===== src/rtl/ff256ct_input_packer.sv =====
// Byte-serial GF(2^8) symbol packer feeding the FF256CT row stage.
// A two-slot ping-pong buffer lets one vector fill while the other waits for the consumer.
module ff256ct_input_packer #(
  parameter int N_SYM = 8,
  parameter int SYM_W = 8
) (
  input  logic                     clk,
  input  logic                     rst,
  input  logic                     s_valid,
  output logic                     s_ready,
  input  logic [SYM_W-1:0]         s_data,
  input  logic                     s_last,
  output logic                     m_valid,
  input  logic                     m_ready,
  output logic [N_SYM*SYM_W-1:0]   m_data,
  output logic [$clog2(N_SYM):0]   m_len
);

  localparam int CW = $clog2(N_SYM);
  localparam int VW = N_SYM * SYM_W;
  localparam logic [CW-1:0] LAST_IDX = CW'(N_SYM - 1);

  logic [1:0]    r_full;
  logic          r_wr_sel;
  logic          r_rd_sel;
  logic [CW-1:0] r_cnt;
  logic [VW-1:0] r_data [2];
  logic [CW:0]   r_len  [2];

  logic          w_in_xfer;
  logic          w_out_xfer;
  logic          w_close;
  logic [VW-1:0] w_fill;
  logic [1:0]    w_full_nxt;
  logic [CW:0]   w_len_nxt;

  // All outputs are muxes of registered state only, so no s_* or m_ready path reaches them.
  assign s_ready    = ~r_full[r_wr_sel];
  assign m_valid    = r_full[r_rd_sel];
  assign m_data     = r_data[r_rd_sel];
  assign m_len      = r_len[r_rd_sel];

  assign w_in_xfer  = s_valid & s_ready;
  assign w_out_xfer = m_valid & m_ready;
  assign w_close    = w_in_xfer & ((r_cnt == LAST_IDX) | s_last);
  assign w_len_nxt  = {1'b0, r_cnt} + {{CW{1'b0}}, 1'b1};

  // The first symbol of a vector wipes the slot so an early close reads zero-padded.
  always_comb begin
    w_fill = '0;
    if (r_cnt == '0) begin
      w_fill = '0;
    end else begin
      w_fill = r_data[r_wr_sel];
    end
    w_fill[int'(r_cnt) * SYM_W +: SYM_W] = s_data;
  end

  // Set and clear land on distinct flags whenever both happen on one edge.
  always_comb begin
    w_full_nxt = r_full;
    if (w_close) begin
      w_full_nxt[r_wr_sel] = 1'b1;
    end else begin
      w_full_nxt[r_wr_sel] = r_full[r_wr_sel];
    end
    if (w_out_xfer) begin
      w_full_nxt[r_rd_sel] = 1'b0;
    end else begin
      w_full_nxt[r_rd_sel] = w_full_nxt[r_rd_sel];
    end
  end

  // Slot, pointer and write-index state.
  always_ff @(posedge clk or posedge rst) begin
    if (rst) begin
      r_full    <= 2'b00;
      r_wr_sel  <= 1'b0;
      r_rd_sel  <= 1'b0;
      r_cnt     <= '0;
      r_data[0] <= '0;
      r_data[1] <= '0;
      r_len[0]  <= '0;
      r_len[1]  <= '0;
    end else begin
      r_full <= w_full_nxt;
      if (w_in_xfer) begin
        r_data[r_wr_sel] <= w_fill;
        if (w_close) begin
          r_len[r_wr_sel] <= w_len_nxt;
          r_wr_sel        <= ~r_wr_sel;
          r_cnt           <= '0;
        end else begin
          r_cnt <= r_cnt + CW'(1);
        end
      end
      if (w_out_xfer) begin
        r_rd_sel <= ~r_rd_sel;
      end
    end
  end

endmodule


===== config.mk =====
export PLATFORM = sky130hd
export DESIGN_NAME = ff256ct_input_packer
export DESIGN_NICKNAME = d
export VERILOG_FILES = /design/src/rtl/ff256ct_input_packer.sv
export SDC_FILE = /design/constraint.sdc
export NUM_CORES = 1
export LEC_CHECK = 0
export BUFFER_PORTS_ARGS = -buffer_cell sky130_fd_sc_hd__buf_2
export CAP_MARGIN = 40
export CORE_MARGIN = 2
export CORE_UTILIZATION = 47
export CTS_CLUSTER_SIZE = 8
export DETAILED_ROUTE_END_ITERATION = 12
export PLACE_DENSITY = 0.7
export SYNTH_ARGS = -nofsm -noshare
export SYNTH_HDL_FRONTEND = slang
export SYNTH_SLANG_ARGS = --single-unit

===== constraint.sdc =====
create_clock -name clk -period 4.05 [get_ports clk]
set_input_delay 0.405 -clock clk [delete_from_list [all_inputs] [get_ports clk]]
set_output_delay 0.405 -clock clk [all_outputs]
set_load 0.02 [all_outputs]

# == After elaboration in Yosys (flattened, before gate mapping) ==
# Cells that the tools add are included.
# totals
in_bits,13
regBits,143
# classes
muxes,32
shift,2
add_sub_neg,3
order_cmp,7
eq_ne,1
n_bitwise,12
n_reduce_logical,5
# op_table
operator,n
64-bit two-way mux,8
128-bit bitwise mux,1
64-bit bitwise mux,1
64-bit demux with 1-bit select,1
"8-bit by 33-bit variable shift with 64-bit output, first input constant",1
8-bit by 33-bit indexed part select with 64-bit output,1
6-bit negation with 33-bit output,1
4-bit two-way mux,4
8-bit bitwise mux,1
1-bit two-way mux,8
"3-bit by 1-bit adder with 4-bit output, second input constant",1
2-bit bitwise mux,2
4-bit demux with 1-bit select,1
"2-bit >= comparator, second input constant",2
"1-bit by 2-bit less-than comparator with 1-bit output, second input constant",2
2-bit two-way mux,2
1-bit NOT with 2-bit output,2
"3-bit by 1-bit adder with 3-bit output, second input constant",1
1-bit AND,3
"3-bit == test, second input constant",1
1-bit logical AND,3
3-bit zero test,1
3-bit two-way mux,1
1-bit NOT,3
8 further kinds,10

# == Depth between registers and ports, before layout ==
# Gate-level depths: netlist of the first run.
# logic_depth
ltp_word,10
ltp_mapped,10
ltp_nobuf,7

# == Worst setup path after synthesis of the first run ==
# OpenSTA, ideal clock, no wires.
# synth_path
path_type,reg-to-reg
from,reg r_cnt[0]
to,reg r_data[113] in the netlist's numbering
path_stages_with_launch,10
path_slack_ns,1.707
t_required_ns,3.909
arrival_ns,2.202
n_path_buf,2
setup_ns,0.141
path_cell_list,dfrtp_1 > buf_2 > inv_1 > ha_1 > ha_1 > nand2b_1 > or4_1 > clkbuf_1 > nand2_1 > o221ai_1
# synth_via
elab_chain_cells,4
# synth_lines
item,line_no,text
"start, declared",26,logic [CW-1:0] r_cnt;
"start signal, assigned",94,r_cnt <= r_cnt + CW'(1);
6-bit negation with 33-bit output / 3-bit zero test (equally long branches),"56, 51",
8-bit by 33-bit indexed part select with 64-bit output (tied with other cells),56,w_fill[int'(r_cnt) * SYM_W +: SYM_W] = s_data;
64-bit bitwise mux (*),56,
128-bit bitwise mux (*),88,r_data[r_wr_sel] <= w_fill;
"end signal, assigned by index",88,
"end, declared",27,logic [VW-1:0] r_data [2];
# Mark *: on every way between the ends. The rest lies on a longest branch, timed or not.
# A chain may end at the register's enable or synchronous reset.

# == Final worst setup path of the first run ==
# layout_path
from,reg r_cnt[0]
to,reg r_data[117] in the netlist's numbering
# Same word-level chain as after synthesis.

==> impl_summary.log, run 1 <==
INFO  metric vias_per_cell = 6.232
INFO  metric antenna_found_initial = 0
INFO  metric grt.met1_usage = 34.96%
INFO  metric vdd.ir_drop.worst = 0.5630 mV
INFO  metric start_kind = flop
INFO  metric timing.critical_path.to_type = flop
INFO  metric required_time_reported_for_the_critical_path_endpoint = 4.32 ns
INFO  metric max_freq = 296.7 MHz
INFO  metric finalCriticalPeriod = 3.370 ns
INFO  metric numnets_final = 677
INFO  metric ant_nets = 0
INFO  metric dr_total_vias = 5335
INFO  metric post_synthesis_cell_type_with_the_largest_combined_area = sky130_fd_sc_hd__dfrtp_1
INFO  metric cts_inserted_buffers = 17
INFO  metric post_layout_nonfiller_instances = 856
INFO  metric grt_start_max_net_pins = 74
INFO  metric dieWidth = 125.5 microns
INFO  metric timing.critical_path.arrival = 3.64 ns
INFO  metric first_global_vias = 5465
INFO  metric critical_path.max_fanout = 23
INFO  metric clock_transition_at_the_registers_of_the_reported_paths = 0.06 ns
INFO  metric synth_cell_types = 43
INFO  metric synth_top_area_share = 51.55%
INFO  metric final_hpwl_from_detailed_placement = 12040 microns
INFO  metric num_rows = 44
INFO  metric power.share.combinational = 37.8%
INFO  metric buffers_added_on_ports = 82
INFO  metric run_status = finished clean
INFO  metric number_of_nets_produced_by_synthesis = 612
INFO  metric final_core_utilization = 55.80%
INFO  metric io_pins = 83
INFO  metric cts.root.buffer_cell = sky130_fd_sc_hd__clkbuf_16
INFO  metric timing.max_cap.violations = 0
INFO  metric switching_share = 39.23%
INFO  metric clock_latency = 0.42 ns
INFO  metric timing_worst_slew_pin_value = 0.8494 ns
INFO  metric top_ff_cell_synth = sky130_fd_sc_hd__dfrtp_1
INFO  metric setup_repair_after_global_routing_missed_its_margin = false
INFO  metric worst_slack = 0.6799 ns
INFO  metric yosys_warnings = 0
INFO  metric finalHoldViolations = 0
INFO  metric first_iter_violations = 426
INFO  metric finalCritPeriodShare = 83.21%
INFO  metric total_leakage_power = 3.864 nW
INFO  metric critPathKind = reg -> reg
INFO  metric netlist_instances = 594
INFO  metric global_route_wire_length_before_repair = 30420 microns
INFO  metric report.power.total = 5.909 mW
INFO  metric antennaDiodeCount = 0
INFO  metric clock_path_buffers = 2
INFO  metric final_max_slew_violation_count = 0
INFO  metric die_footprint = 15760 sq um
INFO  metric yosys-top-cells-area = sky130_fd_sc_hd__dfrtp_1 52%, sky130_fd_sc_hd__mux2_2 12%, sky130_fd_sc_hd__a22o_1 8.7%, sky130_fd_sc_hd__mux2i_1 4.8%, sky130_fd_sc_hd__nand2_1 3.6%
INFO  metric drc = 0
INFO  metric cell_internal_pwr = 3.591 mW
INFO  metric worst_hold_path_type = in -> reg
INFO  metric drt-total-wl = 18680 microns
INFO  metric timing.clock.skew = 0.006188 ns
INFO  metric most_repeated_cell_in_the_gate_level_netlist_after_synthesis = sky130_fd_sc_hd__dfrtp_1
INFO  metric highest_utilization_routing_layer_at_the_global_route_stage = met2
INFO  metric global_route.overflow_total = 0
INFO  metric post_cts_repair_setup_buffers = 0
INFO  metric max_slew_margin = 42.99%
INFO  metric syn_to_final_growth = 16.38%
INFO  metric total_global_route_track_usage = 24.53%
INFO  metric drive_above_1_share = 30.51%
INFO  metric gp_routability_congestion = 0.8658
INFO  metric power_frac_clock = 26.8%
INFO  metric seq_cells_post_synth = 143
INFO  metric syn_avg_cell_area = 11.69 sq um
INFO  metric switchingPower = 2.318 mW
INFO  metric mappedNetlistArea = 6942 sq um
INFO  metric post_synth_most_frequent_cells = 143 x sky130_fd_sc_hd__dfrtp_1, 73 x sky130_fd_sc_hd__mux2_2, 69 x sky130_fd_sc_hd__a22o_1
INFO  metric cts_tree = built
INFO  metric gr-usage-met3 = 4.621%
INFO  metric coreArea = 14480 sq um
INFO  metric place.detailed.instances = 823
INFO  metric route.detailed.wl_per_inst = 21.82 microns
INFO  metric fill_cells = 1214
INFO  metric clock_sink_count = 143
INFO  metric die_height = 125.5 microns
INFO  metric initial_core_util = 47.94%
INFO  metric synth_async_sr_flop_share = 100.0%
INFO  metric synth_enable_flop_cells = 0
INFO  metric synth_sequential_area_ratio = 51.55%
INFO  metric pre_cts_ws = 0.7470 ns
INFO  metric power.share.sequential = 35.4%
INFO  metric ctsHtreeMaxLevel = 4
INFO  metric final-setup-viol-count = 0
INFO  metric global_route.usage.met2 = 38.44%
INFO  metric detail_route.first_pass.iterations = 5
INFO  metric fin_setup_tns = 0 ns
INFO  metric p_per_area = 731.4 nW/um^2
[worst max-delay path, stage by stage (launching register included)]
cell	delay (ns)
sky130_fd_sc_hd__dfrtp_1	0.81
sky130_fd_sc_hd__inv_1	0.15
sky130_fd_sc_hd__ha_1	0.27
sky130_fd_sc_hd__ha_1	0.42
sky130_fd_sc_hd__nand2b_1	0.25
sky130_fd_sc_hd__or4_1	0.75
sky130_fd_sc_hd__nand2_1	0.38
sky130_fd_sc_hd__o221ai_1	0.19
[what timing repair did]
item	in CTS	in global routing
hold buffers	1	0
gates resized for setup	0	0
endpoints found under the setup margin	0	0
endpoints found under the hold margin	15	0
[area by class of cell]
class	count	area (sq um)	area share (%)
Clock buffer	23	488.0	6.040
Inverter	5	22.52	0.2788
Tap cell	184	230.2	2.850
Clock inverter	9	107.6	1.332
Multi-Input combinational cell	402	3147	38.95
Sequential cell	143	3581	44.32
Timing Repair Buffer	90	503.0	6.226
[metrics by stage]
stage	hold WS, ns	instance area (sq um)
after floorplan	0.4444	6945
after global placement	0.4256	7453
after detailed placement	0.4281	7473
after CTS	0.1999	8079
after global routing	0.2213	8079
final	0.2106	8079
[power by group through the flow]
stage | logic, mW | registers (mW) | clock network [mW]
after floorplan | 1.83 | 1.90 | 0
after global placement | 2.15 | 2.08 | 0
after detailed placement | 2.22 | 2.10 | 0
after CTS | 2.23 | 2.08 | 1.59
after global routing | 2.41 | 2.14 | 1.65
final | 2.23 | 2.09 | 1.58
[sequential cells by signal, indices dropped and copies added (netlist names)]
name and flops:
r_len 8, r_full 2, r_rd_sel 1, r_cnt 3
r_data 128, r_wr_sel 1
[final timing paths]
kind / startpoint / to / slack, ns / depth (start not counted)
min in group asynchronous: rst / r_data[6]$_DFFE_PP0P_ / 0.52 / 3
worst min register to register: r_len[4]$_DFFE_PP0P_ / r_len[4]$_DFFE_PP0P_ / 0.49 / 2
max in group asynchronous: rst / r_data[95]$_DFFE_PP0P_ / 2.51 / 4
worst max-delay path: r_cnt[0]$_DFFE_PP0N_ / r_data[117]$_DFFE_PP0P_ / 0.68 / 7
worst max register to register: r_cnt[0]$_DFFE_PP0N_ / r_data[117]$_DFFE_PP0P_ / 0.68 / 7
worst min-delay path: m_ready / r_rd_sel$_DFFE_PP0P_ / 0.21 / 2
[cell families (layout without fill, tap and decap cells)]
logic type	count (synthesis)	after routing	share of synthesized area, %
mux	106	106	16.60
flops	143	143	51.55
simple gates	130	130	9.427
buf+inv	49	127	3.118
compound gates	161	161	18.40
fa+ha+maj	5	5	0.9012
[metal layers]
metal	share of wire, %	wire, microns
met1	45	8416
met3	6.1	1136
met2	48	8913
met4	1.1	214
met5	0	0
[placed cells by master, fill, tap and decap left out, types with 4 or more instances in the layout]
cell	count
sky130_fd_sc_hd__a22o_1	69
sky130_fd_sc_hd__a31oi_1	9
sky130_fd_sc_hd__buf_2	83
sky130_fd_sc_hd__clkbuf_16	17
sky130_fd_sc_hd__clkbuf_8	4
sky130_fd_sc_hd__dfrtp_1	141
sky130_fd_sc_hd__ha_1	5
sky130_fd_sc_hd__inv_1	4
sky130_fd_sc_hd__mux2_2	73
sky130_fd_sc_hd__mux2i_1	33
sky130_fd_sc_hd__nand2_1	66
sky130_fd_sc_hd__nand2b_1	4
sky130_fd_sc_hd__nand3_1	7
sky130_fd_sc_hd__nor2_1	18
sky130_fd_sc_hd__nor4_1	4
sky130_fd_sc_hd__o21ai_0	16
sky130_fd_sc_hd__o21ai_1	13
sky130_fd_sc_hd__o221ai_1	21
sky130_fd_sc_hd__o2bb2ai_1	24
sky130_fd_sc_hd__or3_1	9
No activity file was read; power rests on OpenSTA's default activity.
==> run 2: changes to the inputs <==
- clock period: 4.05 -> 3 ns (I/O delays scaled with it)
==> run 2 against run 1 <==
Net effect:
- via count rose by 0.24%
- cell area hardly changed
- fmax rose by 38%
- die area unchanged
- highest routed layer unchanged
- critical path type unchanged
- non-clock buffer count up 6
- clock skew increased by 0.00095 ns
- setup slack worse by 0.12 ns
==> impl_summary.log, run 2 (synthesis results as in run 1) <==
INFO  metric r2r_start = r_cnt[1]$_DFFE_PP0N_
INFO  metric largestRegisters = r_data: 128 flops, r_len: 8 flops, r_cnt: 3 flops
INFO  metric final_max_slew_violation_count = 0
INFO  metric cts.root.buffer_cell = sky130_fd_sc_hd__clkbuf_16
INFO  metric syn_to_final_growth = 16.42%
INFO  metric timing.clock.skew = 0.007134 ns
INFO  metric drive_above_1_share = 31.17%
INFO  metric drt-total-wl = 18190 microns
INFO  metric finalCriticalPeriod = 2.440 ns
INFO  metric worst_r2r_endpoint = r_data[6]$_DFFE_PP0P_
INFO  metric fill_cells = 1209
INFO  metric vdd.ir_drop.worst = 0.5846 mV
INFO  metric timing.critical_path.to_type = flop
INFO  metric max_freq = 409.8 MHz
INFO  metric final_hpwl_from_detailed_placement = 11800 microns
INFO  metric p_per_area = 975.9 nW/um^2
INFO  metric final-setup-viol-count = 0
INFO  metric cts_resized = 0
INFO  metric clock_path_buffers = 2
INFO  metric finalCritPeriodShare = 81.34%
INFO  metric first_global_vias = 5371
INFO  metric worst_hold_path_type = in -> reg
INFO  metric timing_worst_slew_pin_value = 0.7291 ns
INFO  metric route.detailed.wl_per_inst = 21.12 microns
INFO  metric reg2reg_setup_slack = 0.56 ns
INFO  metric critical_path.max_fanout = 18
INFO  metric fin_setup_tns = 0 ns
INFO  metric critPathKind = reg -> reg
INFO  metric numnets_final = 683
INFO  metric finalHoldViolations = 0
INFO  metric final_cell_mix = 141 x sky130_fd_sc_hd__dfrtp_1, 82 x sky130_fd_sc_hd__buf_2, 73 x sky130_fd_sc_hd__mux2_2, 69 x sky130_fd_sc_hd__a22o_1, 66 x sky130_fd_sc_hd__nand2_1
INFO  metric timing.critical_path.arrival = 2.74 ns
INFO  metric layout.cells.most_common = sky130_fd_sc_hd__dfrtp_1
INFO  metric cpMaxStageDelayCell = sky130_fd_sc_hd__and4_1
INFO  metric multiInputGateArea = 3147 sq um
INFO  metric combined_flip_flop_and_latch_cell_area = 3581 sq um
INFO  metric largest_reg_flops = 128
INFO  metric die_footprint = 15760 sq um
INFO  metric first_iter_violations = 554
INFO  metric buffers_added_on_ports = 82
INFO  metric antennaDiodeCount = 0
INFO  metric required_time_reported_for_the_critical_path_endpoint = 3.30 ns
INFO  metric critical_path.startpoint = r_cnt[1]$_DFFE_PP0N_
INFO  metric initial_core_util = 47.94%
INFO  metric clock_sink_count = 143
INFO  metric cts_tree = built
INFO  metric gp_routability_congestion = 0.8916
INFO  metric dr_total_vias = 5348
INFO  metric critical_path_cell_count = 7
INFO  metric detail_route.first_pass.iterations = 4
INFO  metric die_height = 125.5 microns
INFO  metric worst_path_largest_cell_delay = 0.61 ns
INFO  metric vias_per_cell = 6.211
INFO  metric run_status = finished clean
INFO  metric antenna_found_initial = 0
INFO  metric final.hold.worst_slack = 0.1151 ns
INFO  metric crit_chain = inv_1, ha_1, ha_1, nor2_1, and4_1, o21ai_2, a22o_1
INFO  metric ant_nets = 0
INFO  metric timing.critical_path.mode_cell = sky130_fd_sc_hd__ha_1
INFO  metric dieWidth = 125.5 microns
INFO  metric grt_start_max_net_pins = 81
INFO  metric io_pins = 83
INFO  metric global_route.overflow_total = 0
INFO  metric cts_inserted_buffers = 17
INFO  metric ctsHtreeMaxLevel = 4
INFO  metric max_slew_margin = 51.39%
INFO  metric total_global_route_track_usage = 23.81%
INFO  metric top_reg_by_flops = r_data
INFO  metric clock_transition_at_the_registers_of_the_reported_paths = 0.06 ns
INFO  metric timing.max_cap.violations = 0
INFO  metric num_rows = 44
INFO  metric ff2ff_path_depth = 7
INFO  metric path_buf_inv = 1
INFO  metric start_kind = flop
INFO  metric drc = 0
INFO  metric report.power.total = 7.887 mW
INFO  metric coreArea = 14480 sq um
INFO  metric clock_latency = 0.42 ns
INFO  metric setup_repair_after_global_routing_missed_its_margin = false
INFO  metric worst_path_dominant_cell_family = simple AND/OR/NAND/NOR gates
INFO  metric destination_of_the_critical_timing_path = r_data[6]$_DFFE_PP0P_
INFO  metric global_route_wire_length_before_repair = 29710 microns
INFO  metric total_leakage_power = 3.875 nW
==> run 2: changes by cell type in the layout (fill, tap and decap cells not counted) <==
| cell | previous run | this run |
|---|---|---|
| sky130_fd_sc_hd__buf_2 | 83 | 82 |
| sky130_fd_sc_hd__buf_4 | 3 | 11 |
| sky130_fd_sc_hd__buf_8 | 1 | 0 |
| sky130_fd_sc_hd__bufinv_16 | 2 | 1 |
| sky130_fd_sc_hd__clkbuf_1 | 2 | 1 |
| sky130_fd_sc_hd__clkbuf_8 | 4 | 3 |
| sky130_fd_sc_hd__clkinv_2 | 3 | 5 |
| sky130_fd_sc_hd__clkinv_4 | 2 | 1 |
| sky130_fd_sc_hd__inv_6 | 0 | 1 |
==> run 2: worst register-to-register path: stages (launching register included) <==
cell and delay (ns):
sky130_fd_sc_hd__dfrtp_1 0.41, sky130_fd_sc_hd__inv_1 0.06, sky130_fd_sc_hd__ha_1 0.20, sky130_fd_sc_hd__ha_1 0.40, sky130_fd_sc_hd__nor2_1 0.14, sky130_fd_sc_hd__and4_1 0.61
sky130_fd_sc_hd__o21ai_2 0.22, sky130_fd_sc_hd__a22o_1 0.29
==> run 2: worst min path at each step <==
stage / startpoint / to / slack [ns] / cells after the start
CTS: m_ready / r_rd_sel$_DFFE_PP0P_ / 0.09 / 2
floorplan: m_ready / r_rd_sel$_DFFE_PP0P_ / 0.41 / 1
finish: m_ready / r_rd_sel$_DFFE_PP0P_ / 0.12 / 2
detailed placement: rst / r_data[18]$_DFFE_PP0P_ / 0.39 / 2
global placement: rst / r_data[20]$_DFFE_PP0P_ / 0.38 / 2
global route: m_ready / r_rd_sel$_DFFE_PP0P_ / 0.12 / 2
==> run 2: where the power goes <==
part           switching, mW  internal [mW]
Combinational           1.95           1.23
Clock                  0.806           1.20
Sequential             0.354           2.35
Total                   3.11           4.77
==> run 2: layout make-up <==
class	count	area share (%)
clock buffers	21	5.821
clock inverters	10	1.084
inverters	5	0.2787
multi-input cells	402	38.94
flip-flops and latches	143	44.31
well taps	184	2.849
repair buffers	96	6.719
==> run 2: through the flow <==
stage,setup WS [ns],utilization (%),cell area [sq um],std cells
6_report,0.5597,55.82,8082,861
5_1_grt,0.3467,55.82,8082,861
4_1_cts,0.5489,55.82,8082,861
3_5_place_dp,0.5972,51.89,7513,829
3_3_place_gp,0.6908,51.89,7513,829
2_1_floorplan,0.6571,-,6945,594
==> run 2: routing by layer <==
metal | GRT usage (%) | vias up | share of wire, %
li1 | - | 2400 | -
met1 | 34.28 | 2731 | 46
met2 | 35.55 | 202 | 47
met3 | 5.178 | 15 | 6.1
met4 | 8.824 | 0 | 1.2
met5 | 0 | - | 0
==> run 2: timing repair <==
item | CTS | global route
buffers inserted | 0 | 0
endpoints found under the hold margin | 22 | 0
hold buffers | 1 | 0
